[src/rtl/ecc_pkg.sv]
// ecc_pkg: shared definitions for the SEC-DED codeword encoder.
// Mode encodings, data/check-bit counts per mode, codeword widths and the
// column-code helper used by the parity generator.
package ecc_pkg;

    typedef enum logic [1:0] {
        MODE_SMALL   = 2'b00,
        MODE_MEDIUM  = 2'b01,
        MODE_LARGE   = 2'b10,
        MODE_ILLEGAL = 2'b11
    } cw_mode_e;

    localparam int unsigned K_SMALL  = 4;
    localparam int unsigned K_MEDIUM = 11;
    localparam int unsigned K_LARGE  = 26;

    localparam int unsigned R_SMALL  = 3;
    localparam int unsigned R_MEDIUM = 4;
    localparam int unsigned R_LARGE  = 5;

    localparam int unsigned CW_W_SMALL  = K_SMALL  + R_SMALL  + 1;
    localparam int unsigned CW_W_MEDIUM = K_MEDIUM + R_MEDIUM + 1;
    localparam int unsigned CW_W_LARGE  = K_LARGE  + R_LARGE  + 1;

    localparam int unsigned K_MAX = K_LARGE;
    localparam int unsigned R_MAX = R_LARGE;

    // Number of data bits carried by a mode (0 for the illegal mode).
    function automatic logic [31:0] data_bits(input logic [1:0] mode);
        case (mode)
            MODE_SMALL:  return K_SMALL;
            MODE_MEDIUM: return K_MEDIUM;
            MODE_LARGE:  return K_LARGE;
            default:     return 32'd0;
        endcase
    endfunction

    // Number of Hamming check bits for a mode (overall parity excluded).
    function automatic logic [31:0] check_bits(input logic [1:0] mode);
        case (mode)
            MODE_SMALL:  return R_SMALL;
            MODE_MEDIUM: return R_MEDIUM;
            MODE_LARGE:  return R_LARGE;
            default:     return 32'd0;
        endcase
    endfunction

    // Mask keeping only the data bits a mode actually encodes.
    function automatic logic [31:0] data_mask(input logic [1:0] mode);
        return (32'd1 << data_bits(mode)) - 32'd1;
    endfunction

    // Column code of data bit idx: the (idx+1)-th integer >= 3 that is not
    // a power of two (3, 5, 6, 7, 9, ...).
    function automatic logic [4:0] col_code(input int unsigned idx);
        logic [4:0]  res;
        int unsigned cnt;
        res = '0;
        cnt = 0;
        for (int unsigned v = 3; v < 32; v++) begin
            if ((v & (v - 1)) != 0) begin
                if (cnt == idx) res = 5'(v);
                cnt++;
            end
        end
        return res;
    endfunction

endpackage

[src/rtl/ecc_parity_gen.sv]
// ecc_parity_gen: combinational SEC-DED codeword builder.
// Layout: data at [K-1:0], check bit Cj at K+j, overall parity at K+r,
// everything above zero. Illegal mode yields an all-zero codeword.
module ecc_parity_gen
    import ecc_pkg::*;
(
    input  logic [31:0] i_data,
    input  logic [1:0]  i_mode,
    output logic [31:0] o_cw
);

    logic [31:0] w_k;
    logic [31:0] w_r;
    logic [31:0] w_data;
    logic [4:0]  w_code;
    logic [4:0]  w_chk;
    logic        w_par;
    logic [31:0] w_cw;

    // Check bits from masked data, then place checks and overall parity.
    always_comb begin
        w_k    = data_bits(i_mode);
        w_r    = check_bits(i_mode);
        w_data = i_data & data_mask(i_mode);
        w_code = '0;
        w_chk  = '0;
        // Masked-off data bits are zero, so every column can be visited
        // and check bits at or above r stay zero for the shorter modes.
        for (int unsigned i = 0; i < K_MAX; i++) begin
            w_code = col_code(i);
            for (int unsigned j = 0; j < R_MAX; j++) begin
                if (w_code[j[2:0]] && w_data[i[4:0]]) begin
                    w_chk[j[2:0]] = ~w_chk[j[2:0]];
                end
            end
        end
        w_par = (^w_data) ^ (^w_chk);
        w_cw  = w_data;
        for (int unsigned j = 0; j < R_MAX; j++) begin
            if (j < w_r) w_cw[5'(w_k + j)] = w_chk[j[2:0]];
        end
        w_cw[5'(w_k + w_r)] = w_par;
        if (i_mode == MODE_ILLEGAL) w_cw = '0;
        o_cw = w_cw;
    end

endmodule

[src/rtl/ecc_encoder.sv]
// ecc_encoder: 2-stage valid/ready SEC-DED encoder with delivered-word counter.
// Stage 1 registers masked data and mode, stage 2 registers the codeword.
// Optional build macro ECC_NOISE_EN adds a noise_mask input XORed into the
// codeword when stage 2 loads.
module ecc_encoder
    import ecc_pkg::*;
#(
    parameter int AMBA_WORD = 32,
    parameter int CNT_WIDTH = 16
)
(
    input  logic                 clk,
    input  logic                 rst,
    input  logic                 in_valid,
    output logic                 in_ready,
    input  logic [AMBA_WORD-1:0] data_in,
    input  logic [1:0]           cw_mode,
    output logic                 out_valid,
    input  logic                 out_ready,
    output logic [AMBA_WORD-1:0] cw_out,
    output logic [1:0]           out_mode,
    output logic                 illegal,
    output logic [CNT_WIDTH-1:0] enc_count
`ifdef ECC_NOISE_EN
    ,
    input  logic [AMBA_WORD-1:0] noise_mask
`endif
);

    logic                 r_s1_valid;
    logic [AMBA_WORD-1:0] r_s1_data;
    logic [1:0]           r_s1_mode;
    logic                 r_s2_valid;
    logic [AMBA_WORD-1:0] r_s2_cw;
    logic [1:0]           r_s2_mode;
    logic                 r_s2_illegal;
    logic [CNT_WIDTH-1:0] r_cnt;

    logic                 w_s2_ready;
    logic                 w_s1_adv;
    logic                 w_accept;
    logic                 w_deliver;
    logic [AMBA_WORD-1:0] w_cw;

    ecc_parity_gen u_parity (
        .i_data (r_s1_data),
        .i_mode (r_s1_mode),
        .o_cw   (w_cw)
    );

    // Handshake: stage 2 frees when empty or draining; stage 1 follows it.
    // in_ready reduces to !s1_valid || !s2_valid || out_ready outside reset.
    always_comb begin
        w_s2_ready = !r_s2_valid || out_ready;
        w_s1_adv   = r_s1_valid && w_s2_ready;
        in_ready   = !rst && (!r_s1_valid || w_s2_ready);
        w_accept   = in_valid && in_ready;
        w_deliver  = r_s2_valid && out_ready;
    end

    // Stage 1: capture masked data and mode on accept, empty when it advances.
    always_ff @(posedge clk) begin
        if (rst) begin
            r_s1_valid <= 1'b0;
            r_s1_data  <= '0;
            r_s1_mode  <= '0;
        end else if (w_accept) begin
            r_s1_valid <= 1'b1;
            r_s1_data  <= data_in & data_mask(cw_mode);
            r_s1_mode  <= cw_mode;
        end else if (w_s1_adv) begin
            r_s1_valid <= 1'b0;
        end
    end

    // Stage 2: load codeword from stage 1, hold it until downstream takes it.
    always_ff @(posedge clk) begin
        if (rst) begin
            r_s2_valid   <= 1'b0;
            r_s2_cw      <= '0;
            r_s2_mode    <= '0;
            r_s2_illegal <= 1'b0;
        end else if (w_s1_adv) begin
            r_s2_valid   <= 1'b1;
`ifdef ECC_NOISE_EN
            r_s2_cw      <= w_cw ^ noise_mask;
`else
            r_s2_cw      <= w_cw;
`endif
            r_s2_mode    <= r_s1_mode;
            r_s2_illegal <= (r_s1_mode == MODE_ILLEGAL);
        end else if (w_deliver) begin
            r_s2_valid   <= 1'b0;
        end
    end

    // Delivered-word counter, saturating at all-ones.
    always_ff @(posedge clk) begin
        if (rst) begin
            r_cnt <= '0;
        end else if (w_deliver && (r_cnt != '1)) begin
            r_cnt <= r_cnt + CNT_WIDTH'(1);
        end
    end

    assign out_valid = r_s2_valid;
    assign cw_out    = r_s2_cw;
    assign out_mode  = r_s2_mode;
    assign illegal   = r_s2_valid && r_s2_illegal;
    assign enc_count = r_cnt;

endmodule

[config.mk]
export PLATFORM = sky130hd
export DESIGN_NAME = ecc_encoder
export DESIGN_NICKNAME = d
export VERILOG_FILES = /design/src/rtl/ecc_pkg.sv /design/src/rtl/ecc_parity_gen.sv /design/src/rtl/ecc_encoder.sv
export SDC_FILE = /design/constraint.sdc
export NUM_CORES = 1
export LEC_CHECK = 0
export ABC_AREA = 1
export BUFFER_PORTS_ARGS = -buffer_cell sky130_fd_sc_hd__buf_2
export CAP_MARGIN = 20
export CORE_UTILIZATION = 64
export DETAILED_ROUTE_END_ITERATION = 10
export PLACE_DENSITY_LB_ADDON = 0.25
export SKIP_LAST_GASP = 1
export SYNTH_ARGS = -nofsm -noshare
export SYNTH_HDL_FRONTEND = slang
export SYNTH_HIERARCHICAL = 1
export SYNTH_SLANG_ARGS = --single-unit
[constraint.sdc]
create_clock -name clk -period 5.8 [get_ports clk]
set_clock_uncertainty 0.2 [all_clocks]
set_input_delay 0.58 -clock clk [delete_from_list [all_inputs] [get_ports clk]]
set_output_delay 0.58 -clock clk [all_outputs]
set_load 0.05 [all_outputs]
# Yosys cells after proc, flatten, opt, wreduce, memory -nomap -nowiden

Cells that the tools add are included.

Flip-flop bits (word level): 87
Output and inout bits: 53
Logic and storage cells: 243

$lt $le $gt $ge: 17
$add $sub $neg: 8
Eq/ne operators: 6
Shift-type cells: 2
Bitwise operators: 72
Muxes and demuxes: 107
Reduce and logical (&&, ||, !) cells: 23

Operators by type and width:

| kind                                                                   | count |
|---|---|
| 32-bit 2-to-1 mux                                                      | 8 |
| 32-bit bitwise mux                                                     | 6 |
| 1-bit 2-to-1 mux                                                       | 84 |
| 1-bit inverter                                                         | 69 |
| 32-bit AND                                                             | 2 |
| 1-bit by 32-bit < comparator with 1-bit output (first input constant)  | 2 |
| 2-bit by 32-bit < comparator with 1-bit output (first input constant)  | 2 |
| 32-bit by 1-bit subtractor with 32-bit output (second input constant)  | 2 |
| 5-bit by 6-bit < comparator with 1-bit output (second input constant)  | 6 |
| 3-bit by 32-bit < comparator with 1-bit output (first input constant)  | 1 |
| 32-bit parity                                                          | 1 |
| 1-bit by 32-bit << shifter with 32-bit output (first input constant)   | 1 |
| 1-bit by 5-bit << shifter with 32-bit output (first input constant)    | 1 |
| 1-bit demux with 5-bit select                                          | 6 |
| 5-bit by 1-bit >= comparator with 1-bit output (second input constant) | 6 |
| 5-bit case mux with 3 select lines                                     | 2 |
| 16-bit by 1-bit adder with 16-bit output (second input constant)       | 1 |
| 16-bit inequality test (second input constant)                         | 1 |
| 1-bit logical AND                                                      | 12 |
| 5-bit by 2-bit adder with 5-bit output (second input constant)         | 2 |
| 3-bit case mux with 3 select lines                                     | 1 |
| 2-bit equality test (second input constant)                            | 3 |
| 5-bit by 1-bit adder with 5-bit output (second input constant)         | 1 |
| 5-bit by 3-bit adder with 5-bit output (second input constant)         | 1 |
| other kinds (8)                                                        | 14 |

# Depth between registers and ports, before layout

Gate-level depths: netlist of the first run.

Word-level depth: 46
Mapped depth: 27

# By module

The synthesis of the first run kept the hierarchy.

By module, submodules not included:

| module         | seq. area each (µm²) | cells each | instances | area each (µm²) |
|---|---|---|---|---|
| ecc_encoder    | 1741.7               | 474        | 1         | 3485.8 |
| ecc_parity_gen | 0.0                  | 768        | 1         | 3444.6 |

# Worst setup path after synthesis of the first run

No wires, ideal clock.

Kind: reg-to-reg
Start point: register r_s1_mode[0]
End point: register r_s2_cw[7], in the netlist cw_out[7]
Data arrival time: 2426 ps
Required time: 5484 ps
Buffers on the path: 2
Clock period less this slack: 2742 ps
Cell stages (with the launch flop): 25
Path slack: 3058 ps
Cell sequence: dfxtp_1 > inv_1 > ha_1 > buf_4 > buf_4 > nand3_1 > o21ai_0 > nand2_1 > nand2_1 > nor2_1 > inv_1 > nand2_1 > nand2_1 > nand2_1 > nand2_1 > nand2_1 > nand3_1 > nand2_1 > nand2_1 > nand2_2 > nand2_1 > nand2_1 > inv_1 > nor2_1 > nor2_1

Cells in the longest elaborated chain, start to end: 46
Elaborated cells on any way between the ends: 207

RTL lines:

| element                                       | RTL line                     | RTL |
|---|---|---|
| start, declared                               | ecc_encoder.sv:32            | `logic [1:0] r_s1_mode;` |
| start signal, assigned                        | ecc_encoder.sv:70            | `r_s1_mode <= cw_mode;` |
| 2-bit equality test (tied with other cells)   | ecc_pkg.sv:30, ecc_pkg.sv:40 |  |
| 5-bit case mux with 3 select lines            | ecc_pkg.sv:30                | `case (mode)` |
| 1-bit by 5-bit << shifter with 32-bit output  | ecc_pkg.sv:50                | `return (32'd1 << data_bits(mode)) - 32'd1;` |
| 32-bit by 1-bit subtractor with 32-bit output | ecc_pkg.sv:50                |  |
| 32-bit AND                                    | ecc_parity_gen.sv:24         | `w_data = i_data & data_mask(i_mode);` |
| 1-bit 2-to-1 mux                              | ecc_parity_gen.sv:32         | `if (w_code[j[2:0]] && w_data[i[4:0]]) begin` |
| 1-bit inverter                                | ecc_parity_gen.sv:33         | `w_chk[j[2:0]] = ~w_chk[j[2:0]];` |
| 1-bit 2-to-1 mux                              | ecc_parity_gen.sv:32         |  |
| [... 31 more ...]                             | --                           |  |
| 32-bit 2-to-1 mux                             | ecc_parity_gen.sv:40         | `if (j < w_r) w_cw[5'(w_k + j)] = w_chk[j[2:0]];` |
| 32-bit bitwise mux                            | ecc_parity_gen.sv:40         |  |
| 32-bit 2-to-1 mux                             | ecc_parity_gen.sv:40         |  |
| 32-bit bitwise mux                            | ecc_parity_gen.sv:40         |  |
| 32-bit 2-to-1 mux                             | ecc_parity_gen.sv:40         |  |
| 32-bit bitwise mux                            | ecc_parity_gen.sv:42         | `w_cw[5'(w_k + w_r)] = w_par;` |
| 32-bit 2-to-1 mux (*)                         | ecc_parity_gen.sv:43         | `if (i_mode == MODE_ILLEGAL) w_cw = '0;` |
| named net w_cw[7]                             | ecc_encoder.sv:43            | `logic [AMBA_WORD-1:0] w_cw;` |
| end signal, assigned                          | ecc_encoder.sv:88            | `r_s2_cw <= w_cw;` |
| end, declared                                 | ecc_encoder.sv:34            | `logic [AMBA_WORD-1:0] r_s2_cw;` |

Mark *: on every way through the listed nets, which the timed path passes. The rest lies on a longest branch.
A chain may end at the register's enable or synchronous reset.

# Worst setup path in the final report of the first run

Same ends and word-level chain as after synthesis.

==> results of run 1 <==
==> worst paths after layout <==
kind	cells after the start	slack (ps)	start	endpoint
worst max-delay path	25	1650	r_s1_mode[0]$_SDFFE_PP0P_	cw_out[7]$_SDFFE_PP0P_
worst min-delay path	3	270	data_in[11]	r_s1_data[11]$_SDFFE_PP0P_
worst max register to register	25	1650	r_s1_mode[0]$_SDFFE_PP0P_	cw_out[7]$_SDFFE_PP0P_
worst min register to register	2	280	out_mode[1]$_SDFFE_PP0P_	out_mode[1]$_SDFFE_PP0P_
==> per-layer routing <==
metal / wire, µm / part of all wire (%) / vias to the layer above
met5: 0 / 0 / -
met4: 946 / 4.5 / 0
met3: 2098 / 9.9 / 82
met2: 9321 / 44 / 424
met1: 8806 / 42 / 3665
li1: - / - / 4091
==> metrics by stage <==
| stage | hold WS, ps | power [mW] | setup WS [ps] | instances |
|---|---|---|---|---|
| finish | 274.8 | 1.525 | 1653 | 1441 |
| global route | 268.8 | 1.595 | 1412 | 1441 |
| CTS | 265.7 | 1.515 | 1743 | 1440 |
| detailed placement | 264.0 | 1.069 | 1741 | 1425 |
| global placement | 260.2 | 1.063 | 1779 | 1425 |
| floorplan | 243.7 | 0.9631 | 3058 | 1239 |
==> cell usage in the layout (no fill, tap or decap), types with 4 or more instances in the layout <==
master and count:
a211oi_1 4, a21oi_1 77, buf_2 89, buf_4 6, clkbuf_8 9, dfxtp_1 86, ha_1 15, inv_1 128
inv_2 10, nand2_1 417, nand2_2 12, nand3_1 133, nand3b_1 6, nand4_1 4, nor2_1 169, nor2_2 5
o211ai_1 10, o21ai_0 73, o21ai_1 6, o221ai_1 4, o22ai_1 4
==> report_power, final <==
part / switching [mW] / total, mW / internal, mW
Combinational: 0.324 / 0.437 / 0.113
Sequential: 0.0192 / 0.634 / 0.614
Clock: 0.213 / 0.454 / 0.242
Total: 0.556 / 1.53 / 0.969
==> final cells by class <==
cell class	instances	share of cell area, %
Sequential cell	86	22.76
Timing Repair Buffer	96	6.848
Inverter	140	6.980
Tap cell	136	2.249
Clock buffer	10	1.687
Multi-Input combinational cell	968	58.35
Clock inverter	5	1.125
==> worst reg2reg max path, cell delays in order (launching register included) <==
cell and delay [ps]:
dfxtp_1 460, inv_1 140, ha_1 870, nand2_1 290, nand2_1 180, nand2_2 90, inv_1 70, nand2_1 70
nand2_1 70, nand2_1 50, nand2_1 110, inv_1 70, nand2_2 90, nand2_4 160, inv_2 280, nand2_1 120
nand2_1 70, nand2_1 60, nand2_1 70, nand2_1 60, nand2_2 150, nand2_1 70, nand2_1 70, inv_1 40
nor2_1 90, nor2_1 60
==> registers in the layout, indices dropped and copies added (netlist names) <==
signal and count:
out_mode 2, enc_count 16, r_s1_mode 2, r_s2_illegal 1, r_s1_data 31, out_valid 1
r_s1_valid 1, cw_out 32
==> results.cfg, run 1 <==
[die]
core-area_um2 = 10370
die-area_um2 = 11200
fp.dieW_um = 105.8
ios = 91
initial_core_util_pct = 66.55
fp.dieH_um = 105.8
fp-row-count = 37

[worst_setup_path]
crit_path_max_incr_delay_ps = 870
path_class = reg -> reg
cp_slowest_cell = ha_1
cp_max_fo = 23
crit_arrival_ps = 4220
critical_path_buf_inv_count = 5
startpoint_type = flip-flop
path_common_cell = nand2_1
critPathTopFamily = simple AND/OR/NAND/NOR gates
critPathRequiredTime_ps = 5870
end_kind = flip-flop

[timing]
fmaxAchievable_ghz = 0.2411
slew_violations = 0
hold_viol = 0
fin_crit_sh_pct = 71.50
fin_crit_ps = 4147
finalSetupViolCount = 0
slew-limit-headroom_pct = 43.40
tns_ps = 0
rsz0062_at_grt = false
worst_pin_slew_ps = 849.0

[clocking]
clockBufferDepth = 2
cts_tree = built
htree_levels = 3
clkLatencyLatePin_ps = 370
path_clk_slew_ps = 90
clkSinkCount = 86
cts_resized = 0
cts_setup_buffers = 0
ctsHoldBuffers = 0
numCtsBuffers = 9
root_buffer = clkbuf_8

[cells_and_area]
antenna_cells = 0
final_nets = 1354
drive_above_1_share_pct = 11.03
fillCellCount = 964
multiInputGateArea_um2 = 4414
area_delta_synth_final_pct = 9.608
design_area_um2 = 7565
regArea_um2 = 1722
postLayoutCoreUtil_pct = 72.95

[drt]
drc = 0
first_iter_violations = 909
route.vias.total = 8262
post_drt_via_cell_ratio = 5.734
firstDrtPassIters = 5
wl_per_cell_um = 14.69
wirelength_um = 21170
ant_nets = 0

[power_and_ir_drop]
p_per_area_nw_per_um2 = 201.6
power_leakage_nw = 3.833
peakVddDrop_v = 0.0001851

[global_routing]
top_usage_layer = met2
antenna_found_initial = 0
met2_usage_pct = 60.22
grt_pass1_wl_um = 34030
grt_max_degree = 56
overflow = 0
grtUsageMet1_pct = 50.15
use_met3_pct = 7.174
grt_pass1_vias = 7055
groute.usage.overall_pct = 38.31

[logic_synthesis]
synth_nets = 1292
syn_area_um2 = 6902
yosysWarnings = 6
syn_inst = 1239
avgSynthCellArea_um2 = 5.570

[status]
outcome = finished, final reports clean

[job]
drv_cap = 0

[place]
portBuffers = 89
gp_congestion = 0.9859
dp_hpwl_um = 15840
place_area_um2 = 7325

[hold_path]
hold_class = in -> reg
(Power assumes the default switching activity.)
==> run 2: changes to the inputs <==
Settings changed: CORE_UTILIZATION 64 to 59.
Clock period 5.8 ns to 4.1 ns, I/O delays scaled along.
==> results.cfg, run 2 (same netlist as run 1, synthesis figures left out) <==
[clocking]
cts_tree = built
cts_setup_buffers = 0
clkSinkCount = 86
ctsHoldBuffers = 0
clockBufferDepth = 2
root_buffer = clkbuf_16
htree_levels = 3
clkLatencyLatePin_ps = 340
path_clk_slew_ps = 60
cts_resized = 0
numCtsBuffers = 9

[timing]
worst_pin_slew_ps = 767.7
fin_crit_ps = 3666
slew-limit-headroom_pct = 48.67
fmaxAchievable_ghz = 0.2728
slew_violations = 0
tns_ps = 0
hold_viol = 0
rsz0062_at_grt = false
finalSetupViolCount = 0
fin_crit_sh_pct = 89.41

[cells_and_area]
final_nets = 1375
drive_above_1_share_pct = 12.51
fillCellCount = 1121
design_area_um2 = 7785
mostFrequentLayoutCell = nand2_1
largest_reg_flops = 32
area_delta_synth_final_pct = 12.80
antenna_cells = 0
final_cell_mix = nand2_1 (417), nor2_1 (169), nand3_1 (133)

[hold_path]
hold_class = in -> reg
min-delay-start = data_in[6]
hold_depth = 3

[power_and_ir_drop]
p_per_area_nw_per_um2 = 297.4
seqPwrFrac_pct = 38.7
p_comb_share_pct = 27.6
internal_power_mw = 1.479
p_clk_share_pct = 33.7
power_leakage_nw = 3.955
peakVddDrop_v = 0.0003434
switching_share_pct = 36.14
switchingPower_mw = 0.8368
total_power_mw = 2.315

[drt]
wirelength_um = 22070
firstDrtPassIters = 7
wl_per_cell_um = 15.01
post_drt_via_cell_ratio = 5.751
drc = 0
ant_nets = 0
route.vias.total = 8454
first_iter_violations = 988

[job]
drv_cap = 0

[die]
ios = 91
fp.dieW_um = 110.2
fp-row-count = 39
core-area_um2 = 11420
initial_core_util_pct = 60.44
fp.dieH_um = 110.2
die-area_um2 = 12130

[worst_setup_path]
rr_worst_depth = 25
startpoint_type = flip-flop
r2r_start = r_s1_mode[0]$_SDFFE_PP0P_
end_kind = flip-flop
critPathLaunch = r_s1_mode[0]$_SDFFE_PP0P_
path_class = reg -> reg
critPathRequiredTime_ps = 4140
cp_max_fo = 18
crit_arrival_ps = 3700

[global_routing]
grt_pass1_vias = 7319
groute.usage.overall_pct = 37.21
grt_pass1_wl_um = 35050
grt_max_degree = 56
antenna_found_initial = 0
overflow = 0

[place]
portBuffers = 89
place_area_um2 = 7498
dp_hpwl_um = 16380
gp_congestion = 0.9987

[status]
outcome = finished, final reports clean
==> run 2: per-layer routing <==
metal	wire (µm)	vias to the layer above	GRT usage (%)	part of all wire, %
li1	-	4142	-	-
met1	9333	3807	49.32	42
met2	9890	440	59.51	45
met3	2086	65	6.408	9.5
met4	757	0	15.79	3.4
met5	0	-	0	0
==> run 2: worst max-delay path: stages (launching register included) <==
cell	delay, ps
dfxtp_1	460
inv_1	140
ha_1	610
nand2_1	200
nand2_1	140
nand2_2	80
inv_1	70
nand2_1	70
nand2_1	80
nand2_1	50
nand2_1	120
inv_1	60
nand2_2	90
nand2_4	140
inv_2	200
nand2_1	100
nand2_1	70
nand2_1	60
nand2_1	60
nand2_1	50
nand2_2	150
nand2_1	70
nand2_1	70
inv_1	30
nor2_1	90
nor2_1	60
==> run 2: final timing paths <==
check	to	slack [ps]
max	cw_out[7]$_SDFFE_PP0P_	430
min	r_s1_data[6]$_SDFFE_PP0P_	120
max reg2reg	cw_out[7]$_SDFFE_PP0P_	430
min reg2reg	r_s1_data[7]$_SDFFE_PP0P_	300
==> run 2: stage by stage <==
stage / instances / setup slack [ps] / utilization [%] / hold WS, ps
2_1_floorplan: 1239 / 1358 / - / 243.7
3_3_place_gp: 1454 / 611.4 / 65.67 / 260.1
6_report: 1470 / 434.3 / 68.18 / 123.2
3_5_place_dp: 1454 / 552.6 / 65.67 / 267.1
4_1_cts: 1470 / 529.4 / 68.18 / 124.4
5_1_grt: 1470 / 92.75 / 68.18 / 137.4
==> run 2: power by group through the flow <==
stage | Clock, mW | Sequential, mW | Combinational (mW)
CTS | 0.786 | 0.895 | 0.621
global route | 0.820 | 0.901 | 0.697
global placement | 0 | 0.913 | 0.611
floorplan | 0 | 0.994 | 0.368
finish | 0.780 | 0.896 | 0.639
detailed placement | 0 | 0.913 | 0.617
==> run 2: layout make-up <==
cell class / count / area, µm² / share of cell area (%)
clock inverters: 5 / 43.79 / 0.5625
multi-input cells: 968 / 4414 / 56.70
flip-flops and latches: 86 / 1722 / 22.12
well taps: 143 / 178.9 / 2.298
inverters: 140 / 528.0 / 6.782
repair buffers: 117 / 655.6 / 8.422
clock buffers: 11 / 242.7 / 3.118
